==> config.mk <==
export PLATFORM = sky130hd
export DESIGN_NAME = dyn_prio_arbiter
export DESIGN_NICKNAME = d
export VERILOG_FILES = /design/src/rtl/arb_pkg.sv /design/src/rtl/arb_pick.sv /design/src/rtl/dyn_prio_arbiter.sv
export SDC_FILE = /design/constraint.sdc
export NUM_CORES = 1
export LEC_CHECK = 0
export ABC_AREA = 0
export ABC_CLOCK_PERIOD_IN_PS = 39400
export BUFFER_PORTS_ARGS = -buffer_cell sky130_fd_sc_hd__buf_2
export CORE_UTILIZATION = 50
export CTS_BUF_LIST = sky130_fd_sc_hd__clkbuf_2
export DETAILED_ROUTE_END_ITERATION = 12
export PLACE_DENSITY = 0.68
export SLEW_MARGIN = 10
export SYNTH_ARGS = -nofsm -noshare
export SYNTH_HDL_FRONTEND = slang
export SYNTH_HIERARCHICAL = 1
export SYNTH_SLANG_ARGS = --single-unit
==> constraint.sdc <==
create_clock -name clk -period 39.4 [get_ports clk]
set_input_delay 1.97 -clock clk [delete_from_list [all_inputs] [get_ports clk]]
set_output_delay 1.97 -clock clk [all_outputs]
set_load 0.005 [all_outputs]
==> src/rtl/arb_pkg.sv <==
// Shared types and index/saturation helpers for the dynamic-priority arbiter family.
package arb_pkg;

  typedef enum logic {IDLE, GRANT} arb_state_t;

  // Saturating add, clamped to the largest w-bit unsigned value.
  function automatic int sat_add(input int a, input int b, input int w);
    int lim;
    lim = (1 << w) - 1;
    return (a + b > lim) ? lim : a + b;
  endfunction

  // Wraps an index in [0, 2n) back into [0, n); works for any n, not just powers of two.
  function automatic int idx_wrap(input int i, input int n);
    return (i >= n) ? i - n : i;
  endfunction

endpackage

==> src/rtl/arb_pick.sv <==
// Combinational winner select: highest eff among requesters, ties to the first index at/after rr_ptr.
// Zero latency; no flow control of its own, any_req reports whether anything competed.
module arb_pick
  import arb_pkg::*;
#(
  parameter int N  = 8,
  parameter int EW = 5,
  localparam int GW = $clog2(N)
) (
  input  logic [N-1:0]  req,
  input  logic [EW-1:0] eff [N],
  input  logic [GW-1:0] rr_ptr,
  output logic [GW-1:0] winner,
  output logic          any_req
);

  logic [EW-1:0] best_eff;
  int            scan_idx;

  // Scan in round-robin order; strict '>' keeps the earliest tied index.
  always_comb begin
    winner   = '0;
    any_req  = 1'b0;
    best_eff = '0;
    scan_idx = 0;
    for (int k = 0; k < N; k++) begin
      scan_idx = idx_wrap(int'(rr_ptr) + k, N);
      if (req[scan_idx] && (!any_req || eff[scan_idx] > best_eff)) begin
        any_req  = 1'b1;
        best_eff = eff[scan_idx];
        winner   = GW'(scan_idx);
      end
    end
  end

endmodule

==> src/rtl/dyn_prio_arbiter.sv <==
// N-way arbiter: dynamic priority (prt + age), round-robin ties, optional tenure limit.
// Grant registered one cycle after an enabled IDLE decision; holder releases by dropping req, no preemption.
module dyn_prio_arbiter
  import arb_pkg::*;
#(
  parameter int N       = 8,
  parameter int PW      = 4,
  parameter int MAX_TEN = 0,
  localparam int GW     = $clog2(N)
) (
  input  logic          clk,
  input  logic          rst,
  input  logic          en,
  input  logic [N-1:0]  req,
  input  logic [PW-1:0] prt [N],
  output logic          valid,
  output logic [GW-1:0] grant,
  output logic [N-1:0]  grant_oh
);

  localparam int EW       = PW + 1;
  localparam int TW       = (MAX_TEN > 0) ? $clog2(MAX_TEN + 1) : 1;
  localparam int TEN_LAST = (MAX_TEN > 0) ? MAX_TEN - 1 : 0;

  arb_state_t    state;
  logic [PW-1:0] age [N];
  logic [GW-1:0] rr_ptr;
  logic [TW-1:0] tenure;
  logic [EW-1:0] eff [N];
  logic [GW-1:0] pick_idx;
  logic          pick_any;
  logic          hold_req;
  logic          ten_hit;

  always_comb begin
    for (int i = 0; i < N; i++) begin
      eff[i] = EW'(sat_add(int'(prt[i]), int'(age[i]), PW));
    end
  end

  arb_pick #(.N(N), .EW(EW)) u_pick (
    .req     (req),
    .eff     (eff),
    .rr_ptr  (rr_ptr),
    .winner  (pick_idx),
    .any_req (pick_any)
  );

  // grant_oh avoids indexing req with a grant value that may exceed N-1 for non-power-of-two N.
  assign hold_req = |(req & grant_oh);
  assign ten_hit  = (MAX_TEN != 0) && (tenure == TW'(TEN_LAST));

  always_ff @(posedge clk) begin
    if (rst) begin
      state    <= IDLE;
      valid    <= 1'b0;
      grant    <= '0;
      grant_oh <= '0;
      rr_ptr   <= '0;
      tenure   <= '0;
      for (int i = 0; i < N; i++) age[i] <= '0;
    end else begin
      for (int i = 0; i < N; i++) begin
        if (!req[i]) age[i] <= '0;
      end
      case (state)
        IDLE: begin
          if (en && pick_any) begin
            state    <= GRANT;
            valid    <= 1'b1;
            grant    <= pick_idx;
            grant_oh <= N'(1) << pick_idx;
            rr_ptr   <= GW'(idx_wrap(int'(pick_idx) + 1, N));
            tenure   <= '0;
            for (int i = 0; i < N; i++) begin
              if (req[i]) begin
                if (i == int'(pick_idx)) age[i] <= '0;
                else                     age[i] <= PW'(sat_add(int'(age[i]), 1, PW));
              end
            end
          end
        end
        GRANT: begin
          // en deliberately ignored here so a slowed board cannot stretch or cut a grant.
          if (!hold_req || ten_hit) begin
            state    <= IDLE;
            valid    <= 1'b0;
            grant_oh <= '0;
            tenure   <= '0;
          end else begin
            tenure <= tenure + 1'b1;
          end
        end
        default: state <= IDLE;
      endcase
    end
  end

endmodule

==> impl_metrics.toml, run 1 <==
[place]
dpl.hpwl_um = 15870
dpl_cell_area_um2 = 8033
gp_congestion = 0.9823
io_buffers = 54
place_ws_ps = 22290

[critical_path]
cp-end-kind = "flop"
worstPathArrival_ps = 16850
regToRegStartpoint = "rr_ptr[0]$_SDFFE_PP0P_"
required_ps = 39750
startpoint_type = "input port"
worstSetupPathType = "in2reg"
crit_path_max_fanout = 12
slowest_delay_ps = 790
critPathSlowestCell = "a21boi_1"
critPathLaunch = "prt[28]"
crit_top_cell = "ha_1"

[clocking]
hold_buffers = 0
cts_buffer_depth = 2
cts_resized = 0
path_clk_slew_ps = 240
root_buffer = "clkbuf_2"
clock_latency_ps = 500
htreeDepth = 2
cts_tree = "done"
post_cts_buffers = 0
cts_buffers = 5
cts.sinks = 48

[cells_and_area]
nNetsFinal = 1038
area_delta_synth_final_pct = 7.428
design_area_um2 = 8125
fillers = 1380
layout_commonest_cell = "ha_1"
final_cell_mix = "ha_1, nand2_1, a21oi_1"
final_util = 0.5549
drive_gt1_frac = 0.1996

[floorplanning]
initial_core_util = 0.5165
core_area_um2 = 14640
std_cell_rows = 44
die_h_um = 125.0
dieArea_um2 = 15620
io_pins = 55
die_x_um = 125.0

[synthesis]
synthArstFlopShare = 0
synth-main-ff-cell = "edfxtp_1"
ys_ff_latch = 48
synth.area.top_cells = "ha_1, edfxtp_1, mux4_2"
yosysWarnings = 6
synthesis.area_um2 = 7564
ys_types = 79
synth_top_area_share = 0.1505
synthCells = 826
avgSynthCellArea_um2 = 9.157
yosysSeqAreaShare = 0.1694
synth_edf_count = 32
synth_area_leader_cell = "ha_1"

[global_routing]
grt_start_max_net_pins = 64
antenna_found_initial = 1
grt_pass1_wl_um = 32000
grt_use_total = 0.2586
grt_pass1_vias = 6224
overflow = 0

[sta]
fmax_mhz = 60.63
finalSetupViolations = 0
slew_violations = 0
rsz0062_at_grt = "no"
finalSetupTns_ps = 0
min_period_ps = 16490
fin_ws_ps = 22910
worst_slew_pin_slew_ps = 954.7
finalHoldViolCount = 0
min_period_over_period = 0.4186
clock-skew-final_ps = 42.52
slew_headroom = 0.3621

[route]
via_count = 6519
met2_length_um = 8714
wirelength_um = 19450
wl_met1_um = 8718
wl_met3_um = 1389
final_antenna_net_count = 0
drt_iter0_drc = 551
wl_per_cell_um = 17.97
drc = 0
top_layer_used = "met4"
drt_first_pass_iters = 5
via_per_inst = 6.025

[outcome]
outcome = "complete, no violations"

[min_path]
hold_start = "grant[0]$_SDFFE_PP0P_"
holdCritPathClass = "reg2reg"

[run]
maxCapViolCount = 0
-- registers in the layout, indices dropped and copies added, names as in the netlist --
name	cells
state	1
valid	1
grant	3
rr_ptr	3
grant_oh	8
age	32
-- area by class of cell --
type | instances | area, um^2 | area share
clock buffers | 6 | 30.03 | 0.003696
well taps | 184 | 230.2 | 0.02833
flip-flops and latches | 48 | 1285 | 0.1581
diodes | 1 | 2.502 | 0.0003080
multi-input cells | 737 | 6041 | 0.7435
repair buffers | 59 | 307.8 | 0.03788
inverters | 45 | 168.9 | 0.02079
clock inverters | 2 | 60.06 | 0.007391
-- cell families (layout without fill, tap and decap cells) --
kind of cell	Yosys count	in the layout	share of synthesized area
and+or+nand+nor	298	298	0.2213
AOI/OAI and AO/OA	185	185	0.1605
muxes	115	115	0.2180
adders and majority gates	99	99	0.1717
buffers and inverters	72	112	0.04731
DFF	48	48	0.1694
xor gates and xnor gates	8	8	0.01125
other	1	33	0.0004958
-- stage by stage --
step,hold slack (ps),std cells
finish,474.3,1082
global route,491.2,1082
CTS,475.6,1081
detailed placement,447.4,1073
global placement,448.6,1073
floorplan,452.7,857
-- final timing paths --
path / to / slack [ps] / depth (start not counted)
setup / recovery: age[0][14]$_SDFFCE_PN0P_ / 22910 / 66
hold / removal: grant[0]$_SDFFE_PP0P_ / 470 / 2
setup reg to reg: age[0][14]$_SDFFCE_PN0P_ / 23400 / 63
hold reg to reg: grant[0]$_SDFFE_PP0P_ / 470 / 2
-- per-layer routing --
metal,GRT usage,vias up
li1,-,3224
met2,0.4141,234
met3,0.03594,34
met1,0.3576,3027
met4,0.09110,0
met5,0,-
-- synthesized netlist by cell type (5+ instances only) --
library cell  instances
ha_1                 91
nand2_1              90
a21oi_1              57
mux2i_1              50
nor2_1               50
inv_1                42
mux4_2               33
edfxtp_1             32
nand3_1              31
mux2_2               28
o21ai_0              28
nand2b_1             22
dfxtp_1              16
nor3_1               15
nor2b_1              14
nor3_2               14
a31oi_1              12
buf_2                11
a21o_1               10
nor3b_1               9
o21bai_1              9
a211oi_1              8
a22oi_1               8
fa_1                  8
o211ai_1              8
and2_1                7
o31ai_1               7
and3_1                6
nand3_4               6
or2_2                 6
a221oi_1              5
clkbuf_1              5
nand4_1               5
nand4bb_1             5
-- worst max-delay path, delay by kind of cell --
kind	cells	cell delay, ps
compound gates	31	7150
fa+ha+maj	10	2990
buf+inv	3	380
mux	3	1370
simple gates	19	2990
Power of run 1 is not shown: default switching activity piles up to over one toggle a cycle in this logic, so the estimate is an artifact.
==> run 2, diff against run 1 <==
ABC_CLOCK_PERIOD_IN_PS = 14300   (was 39400)
PLACE_DENSITY = 0.71   (was 0.68)
clock period = 14.3 ns   (was 39.4 ns; I/O delays follow)
==> impl_metrics.toml, run 2 (same netlist as run 1, synthesis figures left out) <==
[sta]
fmax_mhz = 73.50
finalSetupTns_ps = 0
finalHoldViolCount = 0
min_period_ps = 13610
fin_ws_ps = 694.8
slew_headroom = 0.6196
finalSetupViolations = 0
clock-skew-final_ps = 20.90
min_period_over_period = 0.9514
slew_violations = 0
worst_slew_pin_slew_ps = 564.6

[clocking]
cts.sinks = 48
path_clk_slew_ps = 260
clock_latency_ps = 450
cts_buffers = 5
cts_tree = "done"
root_buffer = "clkbuf_2"
htreeDepth = 2
hold_buffers = 0
cts_buffer_depth = 2

[route]
via_count = 6741
final_antenna_net_count = 0
drt_iter0_drc = 601
via_per_inst = 6.073
drc = 0
top_layer_used = "met4"
met2_length_um = 9083
wl_met1_um = 8779
drt_first_pass_iters = 5
wl_met3_um = 1208
wirelength_um = 19780
wl_per_cell_um = 17.82

[run]
maxCapViolCount = 0

[outcome]
outcome = "complete, no violations"

[floorplanning]
dieArea_um2 = 15620
core_area_um2 = 14640
io_pins = 55
die_h_um = 125.0
die_x_um = 125.0
initial_core_util = 0.5165
std_cell_rows = 44

[cells_and_area]
drive_gt1_frac = 0.2465
largest_reg_flops = 32
top_regs = "age: 32 flops, grant_oh: 8 flops"
area_delta_synth_final_pct = 11.56
final_cell_mix = "nand2_1, ha_1, a21oi_1"
top_register = "age"
design_area_um2 = 8438
layout_commonest_cell = "nand2_1"
finalNonFillerCells = 1110
nNetsFinal = 1066

[place]
gp_congestion = 0.9820
place_ws_ps = -349.7
dp.cells = 1080
dpl_cell_area_um2 = 8085
dpl.hpwl_um = 16090
io_buffers = 54

[critical_path]
startpoint_type = "flop"
worstSetupPathType = "reg2reg"
crit_top_cell = "ha_1"
crit_path_max_fanout = 7
critPathSlowestCell = "mux4_2"
slowest_delay_ps = 550
cp-end-kind = "flop"
worstPathArrival_ps = 13920
required_ps = 14620

[min_path]
holdCritPathClass = "reg2reg"

[global_routing]
antenna_found_initial = 1
grt_start_max_net_pins = 39
grt_pass1_vias = 6055
grt_use_total = 0.2502
grt_pass1_wl_um = 31040
overflow = 0
run 2: changes by cell type in the layout (fill, tap and decap cells not counted), moves of 2 or more:
cell and delta:
o21ai_1 +2, buf_4 +27, o21bai_2 +4, ha_2 +3, inv_2 +2, o21ai_0 -2, o21bai_1 -4, a21boi_1 -2
mux2i_1 -2, ha_1 -3
run 2: stage by stage:
stage / util / hold WS [ps]
finish: 0.5762 / 476.9
detailed placement: 0.5521 / 450.6
floorplan: - / 452.7
global route: 0.5762 / 505.2
global placement: 0.5521 / 448.5
CTS: 0.5566 / 478.8
run 2: routing by layer:
layer / GRT usage / vias to the layer above
li1: - / 3278
met1: 0.3435 / 3179
met2: 0.4068 / 239
met3: 0.02610 / 45
met4: 0.09541 / 0
met5: 0 / -
run 2: what timing repair did:
item	4_1_cts	5_1_grt
setup endpoints to repair	20	46
resized for setup	1	32
buffers inserted	0	21
pin swaps	0	12
run 2: worst paths after layout:
| check | cells past startpoint | slack, ps | to | from |
|---|---|---|---|---|
| setup / recovery | 65 | 690 | age[1][14]$_SDFFCE_PN0P_ | age[0][8]$_SDFFCE_PN0P_ |
| hold / removal | 2 | 480 | grant[2]$_SDFFE_PP0P_ | grant[2]$_SDFFE_PP0P_ |
| setup reg to reg | 65 | 690 | age[1][14]$_SDFFCE_PN0P_ | age[0][8]$_SDFFCE_PN0P_ |
| hold reg to reg | 2 | 480 | grant[2]$_SDFFE_PP0P_ | grant[2]$_SDFFE_PP0P_ |
run 2: worst max-delay path, delay by kind of cell, from the launching register on:
kind	cells	cell delay, ps
buf+inv	2	240
flops	1	510
fa+ha+maj	11	3110
mux	3	1180
simple gates	17	2690
compound gates	32	5730
run 2: cell type report:
| type | instances | area, um^2 |
|---|---|---|
| multi-input combinational | 737 | 6167 |
| clock buffer | 5 | 25.02 |
| tap | 184 | 230.2 |
| timing repair buffer | 87 | 521.8 |
| sequential | 48 | 1285 |
| fill | 1319 | 6206 |
| antenna | 1 | 2.502 |
| inverter | 45 | 168.9 |
| clock inverter | 3 | 37.54 |
Power of run 2 is left out for the same reason.
